==> src/rtl/alu_pkg.sv <==
// rtl/alu_pkg.sv - ALU opcode encodings and flag bit positions
// Contents: ALU_ADD..ALU_MOV opcode localparams and FLAG_N/Z/C/V indices into ALUFlags.
package alu_pkg;

    localparam logic [2:0] ALU_ADD = 3'b000;
    localparam logic [2:0] ALU_SUB = 3'b001;
    localparam logic [2:0] ALU_AND = 3'b010;
    localparam logic [2:0] ALU_ORR = 3'b011;
    localparam logic [2:0] ALU_EOR = 3'b100;
    localparam logic [2:0] ALU_BIC = 3'b101;
    localparam logic [2:0] ALU_MVN = 3'b110;
    localparam logic [2:0] ALU_MOV = 3'b111;

    localparam int FLAG_N = 3;
    localparam int FLAG_Z = 2;
    localparam int FLAG_C = 1;
    localparam int FLAG_V = 0;

endpackage

==> src/rtl/alu_adder.sv <==
// rtl/alu_adder.sv - WIDTH+1 bit adder with carry-in and carry-out
// Ports: x, y (addends), cin (carry-in), sum (WIDTH-bit sum), cout (carry out of the MSB).
module alu_adder #(
    parameter int WIDTH = 32
) (
    input  logic [WIDTH-1:0] x,
    input  logic [WIDTH-1:0] y,
    input  logic             cin,
    output logic [WIDTH-1:0] sum,
    output logic             cout
);

    assign {cout, sum} = {1'b0, x} + {1'b0, y} + {{WIDTH{1'b0}}, cin};

endmodule

==> src/rtl/alu.sv <==
// rtl/alu.sv - ARM-style ALU with combinational result/flags and a registered copy
// Ports: clk, reset (sync, active-high); a, b operands; ALUControl opcode;
//        Result/ALUFlags combinational outputs ({N,Z,C,V});
//        Result_q/ALUFlags_q the same values captured on each rising clk edge.
module alu
    import alu_pkg::*;
#(
    parameter int WIDTH = 32
) (
    input  logic             clk,
    input  logic             reset,
    input  logic [WIDTH-1:0] a,
    input  logic [WIDTH-1:0] b,
    input  logic [2:0]       ALUControl,
    output logic [WIDTH-1:0] Result,
    output logic [3:0]       ALUFlags,
    output logic [WIDTH-1:0] Result_q,
    output logic [3:0]       ALUFlags_q
);

    logic             is_sub;
    logic             is_arith;
    logic [WIDTH-1:0] b_eff;
    logic [WIDTH-1:0] sum;
    logic             cout;

    // SUB reuses the adder as a + ~b + 1, so carry-out means "no borrow".
    assign is_sub   = (ALUControl == ALU_SUB);
    assign is_arith = (ALUControl == ALU_ADD) || is_sub;
    assign b_eff    = is_sub ? ~b : b;

    alu_adder #(
        .WIDTH (WIDTH)
    ) u_adder (
        .x    (a),
        .y    (b_eff),
        .cin  (is_sub),
        .sum  (sum),
        .cout (cout)
    );

    always_comb begin
        Result = '0;
        case (ALUControl)
            ALU_ADD, ALU_SUB: Result = sum;
            ALU_AND:          Result = a & b;
            ALU_ORR:          Result = a | b;
            ALU_EOR:          Result = a ^ b;
            ALU_BIC:          Result = a & ~b;
            ALU_MVN:          Result = ~b;
            ALU_MOV:          Result = b;
            default:          Result = '0;
        endcase
    end

    always_comb begin
        ALUFlags         = '0;
        ALUFlags[FLAG_N] = Result[WIDTH-1];
        ALUFlags[FLAG_Z] = (Result == '0);
        ALUFlags[FLAG_C] = is_arith & cout;
        // Overflow on the adder inputs: for SUB, b_eff is ~b, so "signs of a and
        // b_eff equal" is the same as "signs of a and b differ".
        ALUFlags[FLAG_V] = is_arith & (a[WIDTH-1] == b_eff[WIDTH-1])
                                    & (sum[WIDTH-1] != a[WIDTH-1]);
    end

    always_ff @(posedge clk) begin
        if (reset) begin
            Result_q   <= '0;
            ALUFlags_q <= '0;
        end else begin
            Result_q   <= Result;
            ALUFlags_q <= ALUFlags;
        end
    end

endmodule

==> config.mk <==
export PLATFORM = sky130hd
export DESIGN_NAME = alu
export DESIGN_NICKNAME = d
export VERILOG_FILES = /design/src/rtl/alu_pkg.sv /design/src/rtl/alu_adder.sv /design/src/rtl/alu.sv
export SDC_FILE = /design/constraint.sdc
export NUM_CORES = 1
export LEC_CHECK = 0
export ABC_AREA = 1
export CORE_ASPECT_RATIO = 1.25
export CORE_UTILIZATION = 53
export CTS_CLUSTER_SIZE = 28
export DETAILED_ROUTE_END_ITERATION = 7
export GPL_TIMING_DRIVEN = 0
export PLACE_DENSITY_LB_ADDON = 0.3
export SYNTH_ARGS = -nofsm -noshare
export SYNTH_HDL_FRONTEND = slang
export SYNTH_SLANG_ARGS = --single-unit
==> constraint.sdc <==
create_clock -name clk -period 5.5 [get_ports clk]
set_input_delay 0.825 -clock clk [delete_from_list [all_inputs] [get_ports clk]]
set_output_delay 0.825 -clock clk [all_outputs]
set_load 0.005 [all_outputs]
* Word-level counts from Yosys, hierarchy flattened
Cells that the tools add are included.
** Cells by class
- Equal/unequal tests :: 9
- Bitwise logic cells :: 8
- Reduce and logical (&&, ||, !) cells :: 4
- Add/subtract/negate cells :: 2
- Muxes and demuxes :: 2
** Operator list (number)
- $pmux 32 s7 :: 1
- $and 32x32->32 :: 2
- $add 32x32->33 :: 1
- $add 33x1->33 :: 1
- $logic_not 32->1 :: 1
- $mux 32 :: 1
- $not 32->32 :: 1
- $or 32x32->32 :: 1
- $xor 32x32->32 :: 1
- $eq 3x3->1 const B :: 4
- $eq 3x2->1 const B :: 2
- $and 1x1->1 :: 3
- $eq 3x1->1 const B :: 1
- $logic_not 3->1 :: 1
- $reduce_or 2->1 :: 1
- $eq 1x1->1 :: 1
- $logic_or 1x1->1 :: 1
- $ne 1x1->1 :: 1
** Storage, ports and cells
- Flip-flop bits (word level) :: 36
- Word-level logic and storage cells :: 27

* Depth between registers and ports, before layout
Gate-level depths: netlist of run 1.
- Word-level depth :: 6
- Depth in mapped cells :: 26
- Mapped depth without buffers :: 22

* Hierarchy
Synthesis of run 1 repeated with hierarchy kept, for this count alone.
** Unflattened totals
- Cell total of the unflattened synthesis :: 1288
- Area, all modules :: 6761.5 um^2
** By module, submodules not included
- alu :: times used 1, cells an instance 786, area an instance 4380.5 um^2
- alu_adder :: times used 1, cells an instance 502, area an instance 2381.0 um^2

* Least setup slack after synthesis of run 1
OpenSTA, ideal clock, no wires.
- Path type :: input to output
- From :: input ALUControl[2]
- To :: output ALUFlags[2]
- Path buffers :: 4
- Arrival time :: 3.810 ns
- Cell stages on the path :: 22
- Path slack :: 0.865 ns
- Data required time :: 4.675 ns
- Path through :: buf_6 -> nor2_4 -> buf_2 -> clkbuf_1 -> nand2_1 -> buf_2 -> xor2_1 -> inv_1 -> ha_1 -> nand2_1 -> inv_1 -> a21oi_1 -> nand2_1 -> nand2_1 -> nand3_1 -> nand2_1 -> nand2_1 -> a21boi_0 -> nand2_1 -> nor2_1 -> nand4_1 -> nor2_1
** On the way
- Longest elaborated chain between the ends :: 6
** RTL lines
- start: declaration :: line alu.sv:14 : input logic [2:0] ALUControl,
- $eq 3x1->1 :: line alu.sv:28, alu.sv:44
- $mux 32 :: line alu.sv:30 : assign b_eff = is_sub ? ~b : b;
- $add 32x32->33 :: line alu_adder.sv:13 : assign {cout, sum} = {1'b0, x} + {1'b0, y} + {{WIDTH{1'b0}}, cin};
- $add 33x1->33 :: line alu_adder.sv:13
- $pmux 32 s7 * :: line alu.sv:44 : case (ALUControl)
- $logic_not 32->1 * :: line alu.sv:59 : ALUFlags[FLAG_Z] = (Result == '0);
- end: declaration :: line alu.sv:16 : output logic [3:0] ALUFlags,
Mark *: on every way between the ends. The rest lies on a longest branch, timed or not.

* Worst setup path in the final report of run 1
- From :: input ALUControl[1]
- To :: output ALUFlags[2]
Same word-level chain as after synthesis.

==> impl_metrics.json, run 1 <==
{
  "run_status": "finished, violations left",
  "violations": "design-rule violations",
  "dpl_worst_slack_ns": -1.29,
  "rows": 43,
  "wl_per_cell_um": 16.9,
  "yosys_warnings": 0,
  "tns_ns": 0,
  "final_util_pct": 74.7,
  "synth_top_area_share_pct": 18.4,
  "drt_wl_total_um": 23300,
  "gp_congestion": 1.01,
  "ys_seq_elements": 35,
  "drt_iter0_markers": 524,
  "cp_data_required_time_ns": 4.68,
  "antenna_found_initial": 0,
  "die_w_um": 98.2,
  "seq_power_share_pct": 18.5,
  "syn-cell-area_um2": 6130,
  "final_max_slew_viol_count": 0,
  "p_int_w": 0.000892,
  "ir_drop_mv": 0.176,
  "nets": 1375,
  "cts_buffer_depth": 2,
  "max_cap_viol_count": 0,
  "syn_area_per_cell_um2": 5.66,
  "syn_to_final_growth_pct": 36.3,
  "final_cell_mix": "nand2_1 (288), inv_1 (220), clkdlybuf4s50_1 (137)",
  "p_sw_w": 0.000641,
  "grt_max_degree": 13,
  "via_count": 7733,
  "die_area_um2": 12000,
  "leakagePower_nw": 4.33,
  "crit_arrival_ns": 4.49,
  "synth-edff-count": 0,
  "ant_nets": 0,
  "power_w": 0.00153,
  "fp.dieH_um": 122,
  "dp_hpwl_um": 18400,
  "grt_first_pass_wirelength_um": 34400,
  "diodes": 0,
  "path_class": "in2out",
  "synthFlopType": "dfxtp_1",
  "finalCritPeriodShare_pct": 96.7,
  "critPathMaxFanout": 11,
  "final_layout_size_suffix_gt1_share_pct": 11.3,
  "numCtsBuffers": 5,
  "fmax_mhz": 188,
  "start_util_pct": 54.8,
  "endpoint_kind": "primary output",
  "place.port_buffers": 138,
  "yosysSeqAreaShare_pct": 11.4,
  "htree_levels": 2,
  "clk_pin_slew_ns": 0.05,
  "hold_path.class": "in2reg",
  "cts_root_buf": "clkbuf_16",
  "setup_viol": 0,
  "power_frac_comb_pct": 60.6,
  "grt_use_total_pct": 37.1,
  "yosys.area.top_type": "nand2_1",
  "hold_viol": 0,
  "fin_crit_ns": 5.32,
  "clock-sinks": 35,
  "grt_pass1_vias": 7032,
  "syn_nets": 1216,
  "overflow": 0,
  "slew_headroom_pct": 49.6,
  "coreArea_um2": 11200,
  "fillerInstances": 958,
  "swShare_pct": 41.8,
  "tritoncts": "yes",
  "power_density_nw_per_um2": 183,
  "vias_per_cell": 5.61,
  "drc": 10,
  "first_pass_iters": 8,
  "synthCells": 1083,
  "worstMarginPinSlew_ns": 0.756,
  "ys_async_sr_fraction_pct": 0,
  "synth_area_leaders": "nand2_1 (18%), inv_1 (14%), ha_1 (13%)",
  "ys_types": 48,
  "mostFrequentLayoutCell": "nand2_1",
  "setup_slack_ns": 0.183,
  "pwr-share-clk_pct": 20.9,
  "io_pins": 141,
  "cp-start-kind": "input pin",
  "worstHoldPathCells": 6
}
critical path, cell delays in order:
cell and delay (ns):
clkdlybuf4s15_2 0.24, nor2_4 0.16, buf_6 0.21, nand2_4 0.10
buf_6 0.17, xor2_1 0.16, inv_1 0.07, ha_2 0.31
nand2_2 0.12, inv_1 0.07, a21oi_1 0.18, nand3_1 0.17
nand2_1 0.11, nand3_1 0.14, nand2_2 0.14, nand3_1 0.10
nor2_1 0.14, nand3_1 0.14, nor2_2 0.13, nand4_1 0.15
nor2_2 0.14, clkdlybuf4s50_1 0.51
metal layers:
| metal | vias to the layer above | share of wire (%) | routed length, um | track usage [%] |
|---|---|---|---|---|
| met5 | - | 0 | 0 | 0 |
| met4 | 0 | 8.5 | 1970 | 27.3 |
| met3 | 141 | 8.1 | 1880 | 5.13 |
| met2 | 481 | 48 | 11100 | 66.5 |
| met1 | 3365 | 36 | 8310 | 40.2 |
| li1 | 3746 | - | - | - |
repair_timing:
item	CTS	global route
hold buffers	0	0
endpoints found under the setup margin	32	2
setup buffers	5	10
resized for setup	42	46
hold endpoints to repair	0	0
pin swaps	8	14
flip-flops by register name, indices dropped and copies added (netlist names):
| register | count |
|---|---|
| ALUFlags_q | 3 |
| Result_q | 32 |
cell usage after synthesis (4+ instances only):
cell and number:
a21boi_0 4, a21oi_1 53, buf_2 15, buf_4 5, buf_6 5, clkbuf_1 5, dfxtp_1 35, ha_1 63
inv_1 221, inv_2 5, nand2_1 300, nand3_1 65, nand3_2 4, nand4_1 20, nor2_1 100, nor3_1 13
o2111ai_1 5, o211ai_1 25, o21ai_0 38, o21ai_1 11, o21bai_1 4, xor2_1 41
power groups by stage:
| stage | registers (W) | logic (W) | clock network [W] |
|---|---|---|---|
| after detailed placement | 0.000290 | 0.000824 | 0 |
| after global routing | 0.000286 | 0.00101 | 0.000334 |
| final | 0.000284 | 0.000929 | 0.000320 |
| after CTS | 0.000285 | 0.000859 | 0.000322 |
| after global placement | 0.000289 | 0.000812 | 0 |
| after floorplan | 0.000293 | 0.000477 | 0 |
layout make-up:
class / count / area [um^2] / share of cell area, %
Buffer: 31 / 228 / 2.72
Timing Repair Buffer: 153 / 1500 / 17.9
Clock buffer: 5 / 125 / 1.50
Multi-Input combinational cell: 790 / 4750 / 56.8
Inverter: 226 / 848 / 10.1
Sequential cell: 35 / 701 / 8.38
Tap cell: 135 / 169 / 2.02
Clock inverter: 3 / 43.8 / 0.524
path summary, 6_finish.rpt:
check	start	endpoint	slack [ns]
max	ALUControl[1]	ALUFlags[2]	0.18
min	ALUControl[2]	Result_q[6]$_SDFF_PP0_	1.14
metrics by stage:
stage | cells | cell area [um^2] | hold WS [ns]
2_1_floorplan | 1083 | 6130 | 0.902
3_3_place_gp | 1356 | 7680 | 1.42
3_5_place_dp | 1356 | 7680 | 1.43
4_1_cts | 1369 | 8060 | 1.14
5_1_grt | 1378 | 8360 | 1.17
6_report | 1378 | 8360 | 1.14
cells by family (layout without fill, tap and decap cells):
family / Yosys count / count (layout) / synth area share [%]
buffers and inverters: 258 / 418 / 17.2
AOI/OAI and AO/OA: 160 / 160 / 15.9
xor gates and xnor gates: 42 / 42 / 6.00
adders and majority gates: 64 / 64 / 13.2
and+or+nand+nor: 524 / 524 / 36.3
DFF: 35 / 35 / 11.4
Note: power is estimated with default switching activity, not from simulation.
==> run 2: changes to the inputs <==
--- a/config.mk
+++ b/config.mk
@@ -6,12 +6,16 @@
 export NUM_CORES = 1
 export LEC_CHECK = 0
 export ABC_AREA = 1
+export CELL_PAD_IN_SITES_DETAIL_PLACEMENT = 0
+export CELL_PAD_IN_SITES_GLOBAL_PLACEMENT = 1
 export CORE_ASPECT_RATIO = 1.25
-export CORE_UTILIZATION = 53
+export CORE_UTILIZATION = 35
 export CTS_CLUSTER_SIZE = 28
 export DETAILED_ROUTE_END_ITERATION = 7
 export GPL_TIMING_DRIVEN = 0
+export HOLD_SLACK_MARGIN = 0.1
 export PLACE_DENSITY_LB_ADDON = 0.3
+export SKIP_CTS_REPAIR_TIMING = 1
 export SYNTH_ARGS = -nofsm -noshare
 export SYNTH_HDL_FRONTEND = slang
 export SYNTH_SLANG_ARGS = --single-unit
==> run 2 against run 1 <==
  * The run now ends clean
  * First-iteration DRC count is 19% lower
  * Combinational power is 1% lower
  * Via count is 4.8% lower
  * Critical path depth is 4 higher
  * Non-clock buffer count is 3 lower
  * Final cell count is 6.0% higher
  * Utilization is 25 points lower
  * Highest routed layer unchanged
==> impl_metrics.json, run 2 (same netlist as run 1, synthesis figures left out) <==
{
  "run_status": "finished clean",
  "start_util_pct": 36.1,
  "p_int_w": 0.000896,
  "fmax_mhz": 190,
  "via_count": 7361,
  "crit_arrival_ns": 4.43,
  "vias_per_cell": 5.04,
  "critPathMaxFanout": 10,
  "rows": 53,
  "fillerInstances": 1833,
  "setup_slack_ns": 0.248,
  "drt_wl_total_um": 24300,
  "final_cell_mix": "nand2_1 (289), inv_1 (221), clkdlybuf4s50_1 (137)",
  "cp_data_required_time_ns": 4.68,
  "drt_iter0_markers": 427,
  "fin_crit_ns": 5.25,
  "drc": 0,
  "worstMarginPinSlew_ns": 0.731,
  "htree_levels": 2,
  "power_density_nw_per_um2": 181,
  "endpoint_kind": "primary output",
  "top_register": "Result_q",
  "numCtsBuffers": 5,
  "top_regs": "Result_q x32, ALUFlags_q x3",
  "finalCritPeriodShare_pct": 95.5,
  "cp-start-kind": "input pin",
  "dpl_worst_slack_ns": -1.34,
  "antenna_found_initial": 0,
  "swShare_pct": 41.4,
  "ant_nets": 0,
  "crit_start": "ALUControl[1]",
  "die_w_um": 120,
  "syn_to_final_growth_pct": 37.4,
  "diodes": 0,
  "hold_viol": 0,
  "grt_use_total_pct": 26.6,
  "final_layout_size_suffix_gt1_share_pct": 10.8,
  "grt_first_pass_wirelength_um": 36500,
  "seq_power_share_pct": 18.6,
  "path_class": "in2out",
  "endpoint": "ALUFlags[2]",
  "place.port_buffers": 138,
  "dp_hpwl_um": 20300,
  "final_max_slew_viol_count": 0,
  "p_sw_w": 0.000633,
  "slew_headroom_pct": 51.2,
  "clock-sinks": 35,
  "placed_cell_area_um2": 7790,
  "overflow": 0,
  "fin_area_um2": 8430,
  "max_cap_viol_count": 0,
  "largest_reg_flops": 32,
  "hold_path.class": "in2reg",
  "pwr-share-clk_pct": 21.3,
  "mostFrequentLayoutCell": "nand2_1",
  "grt_pass1_vias": 7011,
  "clk_pin_slew_ns": 0.05,
  "nets": 1372,
  "first_pass_iters": 5,
  "wl_per_cell_um": 16.7,
  "grt_max_degree": 12,
  "leakagePower_nw": 4.32,
  "die_area_um2": 18100,
  "coreArea_um2": 17000,
  "tritoncts": "yes",
  "ir_drop_mv": 0.149,
  "setup_viol": 0,
  "io_pins": 141,
  "gp_congestion": 0.902,
  "fp.dieH_um": 150,
  "cts_root_buf": "clkbuf_16",
  "power_frac_comb_pct": 60.1,
  "cts_buffer_depth": 2
}
[run 2: cell count changes in the layout (fill, tap and decap cells not counted), moves of 2 or more]
| cell | change |
|---|---|
| a21oi_1 | -2 |
| a21oi_4 | +2 |
| buf_4 | -4 |
| ha_2 | +6 |
| ha_4 | -5 |
| nor2_1 | +5 |
| nor2_2 | -5 |
[run 2: worst min-delay path by stage]
| stage | from | endpoint | slack [ns] | depth (start not counted) |
|---|---|---|---|---|
| floorplan | reset | ALUFlags_q[0]$_SDFF_PP0_ | 0.90 | 1 |
| global placement | ALUControl[2] | Result_q[6]$_SDFF_PP0_ | 1.42 | 6 |
| detailed placement | ALUControl[2] | Result_q[6]$_SDFF_PP0_ | 1.44 | 6 |
| CTS | ALUControl[2] | Result_q[6]$_SDFF_PP0_ | 1.14 | 6 |
| global route | ALUControl[2] | Result_q[6]$_SDFF_PP0_ | 1.18 | 6 |
| finish | ALUControl[2] | Result_q[6]$_SDFF_PP0_ | 1.14 | 6 |
[run 2: cell type report]
| class | instances | area, um^2 | share of cell area (%) |
|---|---|---|---|
| repair buffers | 149 | 1460 | 17.3 |
| clock buffers | 6 | 139 | 1.65 |
| well taps | 220 | 275 | 3.27 |
| inverters | 226 | 848 | 10.1 |
| flip-flops and latches | 35 | 701 | 8.31 |
| clock inverters | 2 | 35.0 | 0.416 |
| multi-input cells | 790 | 4720 | 56.0 |
| plain buffers | 32 | 251 | 2.98 |
[run 2: through the flow]
step	std cells	util (%)	hold slack (ns)	total power [W]	setup TNS [ns]
2_1_floorplan	1083	-	0.902	0.000770	0
3_3_place_gp	1441	45.9	1.42	0.00113	-23.07
3_5_place_dp	1441	45.9	1.44	0.00113	-23.25
4_1_cts	1449	46.9	1.14	0.00147	-23.56
5_1_grt	1460	49.6	1.18	0.00164	-0.0131
6_report	1460	49.6	1.14	0.00153	0
[run 2: power groups by stage]
stage               Clock, W  Combinational [W]  Sequential, W
global route        0.000339            0.00101       0.000286
detailed placement         0           0.000844       0.000290
global placement           0           0.000842       0.000289
CTS                 0.000332           0.000849       0.000284
floorplan                  0           0.000477       0.000293
finish              0.000326           0.000919       0.000284
[run 2: layer usage]
layer	track usage [%]	wire [um]	part of all wire [%]
met1	29.9	9730	40
met2	47.6	11700	48
met3	3.13	1130	4.6
met4	16.0	1770	7.3
met5	0	0	0
[run 2: critical path: stages]
cell and delay, ns:
clkbuf_2 0.14, nor2_4 0.22, buf_8 0.15, buf_12 0.14
nand2_4 0.08, buf_6 0.17, xor2_1 0.15, inv_1 0.08
ha_2 0.30, nand2_1 0.10, inv_1 0.06, nand2_1 0.06
and2_4 0.15, nor2_1 0.05, nor2_1 0.12, nand2_1 0.12
nand2_1 0.08, nand2_1 0.14, a21oi_4 0.23, nand2_1 0.10
nor2_1 0.14, nand2_1 0.06, nor2_1 0.08, nand2_1 0.08
nor2_1 0.10, clkdlybuf4s50_1 0.51
==> run 3: changes to the inputs <==
--- a/config.mk
+++ b/config.mk
@@ -5,11 +5,10 @@
 export SDC_FILE = /design/constraint.sdc
 export NUM_CORES = 1
 export LEC_CHECK = 0
-export ABC_AREA = 1
 export CELL_PAD_IN_SITES_DETAIL_PLACEMENT = 0
 export CELL_PAD_IN_SITES_GLOBAL_PLACEMENT = 1
 export CORE_ASPECT_RATIO = 1.25
-export CORE_UTILIZATION = 35
+export CORE_UTILIZATION = 37
 export CTS_CLUSTER_SIZE = 28
 export DETAILED_ROUTE_END_ITERATION = 7
 export GPL_TIMING_DRIVEN = 0
==> run 3 against run 2 <==
  * Area after synthesis is 0.29% higher
  * Utilization is 1.3 points higher
  * Via count is 2.3% lower
  * Clock power is 9.8% lower
  * Worst hold slack gained 0.059 ns
==> impl_metrics.json, run 3 <==
{
  "first_pass_iters": 7,
  "multi_input_area_um2": 5100,
  "syn-cell-area_um2": 6150,
  "dp.cells": 1228,
  "dpl_worst_slack_ns": -1.69,
  "coreArea_um2": 16200,
  "cts_root_buf": "clkbuf_16",
  "synth_compound_area_share_pct": 31.1,
  "gp_congestion": 0.994,
  "ys_async_sr_fraction_pct": 0,
  "fillerInstances": 1652,
  "fp.dieH_um": 146,
  "numCtsBuffers": 5,
  "synth_xor_area_share_pct": 10.8,
  "drc": 0,
  "rows": 52,
  "synthCells": 874,
  "die_area_um2": 17100,
  "synth_top_area_share_pct": 12.8,
  "max_stage_delay_ns": 0.47,
  "vias_per_cell": 5.84,
  "max_cap_viol_count": 0,
  "synth_top_family_by_area": "compound AO/OA/AOI/OAI gates",
  "via_count": 7195,
  "hold_viol": 0,
  "endpoint_kind": "primary output",
  "overflow": 0,
  "power_density_nw_per_um2": 186,
  "synthAdderAreaFrac_pct": 13.1,
  "path_class": "in2out",
  "crit_arrival_ns": 4.65,
  "syn_area_per_cell_um2": 7.04,
  "antenna_found_initial": 0,
  "drt_wl_total_um": 24800,
  "synth_common_cells": "inv_1 (81), a21oi_1 (79), nand2_1 (69), ha_1 (63), xnor2_1 (52)",
  "rsz0062_at_grt": "yes",
  "wl_per_cell_um": 20.1,
  "slew_headroom_pct": 15.8,
  "start_util_pct": 38.0,
  "mostFrequentLayoutCell": "clkdlybuf4s50_1",
  "grt_first_pass_wirelength_um": 37800,
  "synth_mux_area_share_pct": 1.51,
  "leakagePower_nw": 3.39,
  "hold_path.class": "in2reg",
  "largest_reg_flops": 32,
  "yosys_warnings": 0,
  "dp_hpwl_um": 20200,
  "power_w": 0.00154,
  "diodes": 0,
  "synth_area_leaders": "ha_1 (13%), dfxtp_1 (11%), xnor2_1 (7.4%)",
  "setup_viol": 0,
  "clk_pin_slew_ns": 0.06,
  "critPathMaxFanout": 10,
  "synth-edff-count": 0,
  "yosys.area_share.simple_pct": 22.5,
  "htree_levels": 2,
  "instances_no_fill": 1233,
  "final_util_pct": 50.9,
  "cp-start-kind": "input pin",
  "fmax_mhz": 183,
  "slowest_stage": "or4_1",
  "seq_area_um2": 701,
  "final_cell_mix": "clkdlybuf4s50_1 (135), inv_1 (81), a21oi_1 (70)",
  "ys_types": 78,
  "synthFlopType": "dfxtp_1",
  "yosys.area.top_type": "ha_1",
  "synth.most_common_cell": "inv_1",
  "path_delay_family": "simple AND/OR/NAND/NOR gates",
  "setup_slack_ns": 0.0292,
  "grt_max_degree": 11,
  "cts_buffer_depth": 2,
  "cp_data_required_time_ns": 4.68,
  "top_regs": "Result_q x32, ALUFlags_q x3",
  "worstMarginPinSlew_ns": 1.25,
  "ys_seq_elements": 35,
  "die_w_um": 117,
  "grt_use_total_pct": 28.3,
  "yosysSeqAreaShare_pct": 11.4,
  "fin_crit_ns": 5.47,
  "grt_pass1_vias": 6797,
  "cp.buffers_inverters": 4,
  "run_status": "finished clean",
  "tritoncts": "yes",
  "path_cells": "dlymetal6s2s_1 > or3b_1 > buf_4 > buf_8 > xnor2_1 > ha_1 > and4_1 > nand4_1 > a21oi_1 > or2_1 > or4_1 > o2111a_1 > nor4_2 > nand4_1 > nor3_2 > dlymetal6s2s_1",
  "ant_nets": 0,
  "nets": 1149,
  "top_register": "Result_q",
  "final_layout_size_suffix_gt1_share_pct": 9.73,
  "syn_nets": 1007,
  "final_max_slew_viol_count": 0,
  "syn_to_final_growth_pct": 34.2,
  "place.port_buffers": 138,
  "clock-sinks": 35,
  "ir_drop_mv": 0.144,
  "finalCritPeriodShare_pct": 99.5,
  "drt_iter0_markers": 472,
  "io_pins": 141
}
==> run 3: cell types whose count changed in the layout (fill, tap and decap cells not counted), sizes merged, moves of 25 or more <==
cell,change
nand2,-235
xnor2,+51
nand3,-50
a21oi,+25
nor2,-59
nor2b,+30
inv,-145
==> run 3: cell families after synthesis <==
logic type | Yosys count
adders and majority gates | 64
buffers and inverters | 143
AOI/OAI and AO/OA | 282
and+or+nand+nor | 266
xor gates and xnor gates | 76
DFF | 35
muxes | 8
==> run 3: where the power goes <==
group | internal [W] | leakage (nW) | switching (W)
clock network | 0.000193 | 0.0772 | 0.000101
registers | 0.000280 | 0.291 | 0.00000579
logic | 0.000430 | 3.02 | 0.000527
==> run 3: path summary, 6_finish.rpt <==
kind / from / to / slack, ns / depth (start not counted)
worst max-delay path: ALUControl[1] / ALUFlags[2] / 0.03 / 16
worst min-delay path: b[0] / Result_q[0]$_SDFF_PP0_ / 1.20 / 5
==> run 3: per-stage QoR <==
step / hold slack (ns) / area (um^2) / setup TNS, ns
after global placement: 1.46 / 7800 / -17.26
after floorplan: 0.897 / 6150 / 0
after detailed placement: 1.45 / 7800 / -16.66
final: 1.20 / 8250 / 0
after CTS: 1.17 / 7960 / -16.74
after global routing: 1.22 / 8250 / -0.139
==> run 3: final cells by class <==
class	count	area share, %
Buffer	50	3.14
Clock buffer	8	1.90
Inverter	81	3.69
Multi-Input combinational cell	696	61.9
Sequential cell	35	8.49
Tap cell	216	3.28
Timing Repair Buffer	147	17.7
==> run 3: per-layer routing <==
metal | wire, um | GRT usage [%]
met4 | 1110 | 14.0
met2 | 11500 | 47.0
met5 | 0 | 0
met1 | 10600 | 36.2
met3 | 1620 | 3.40
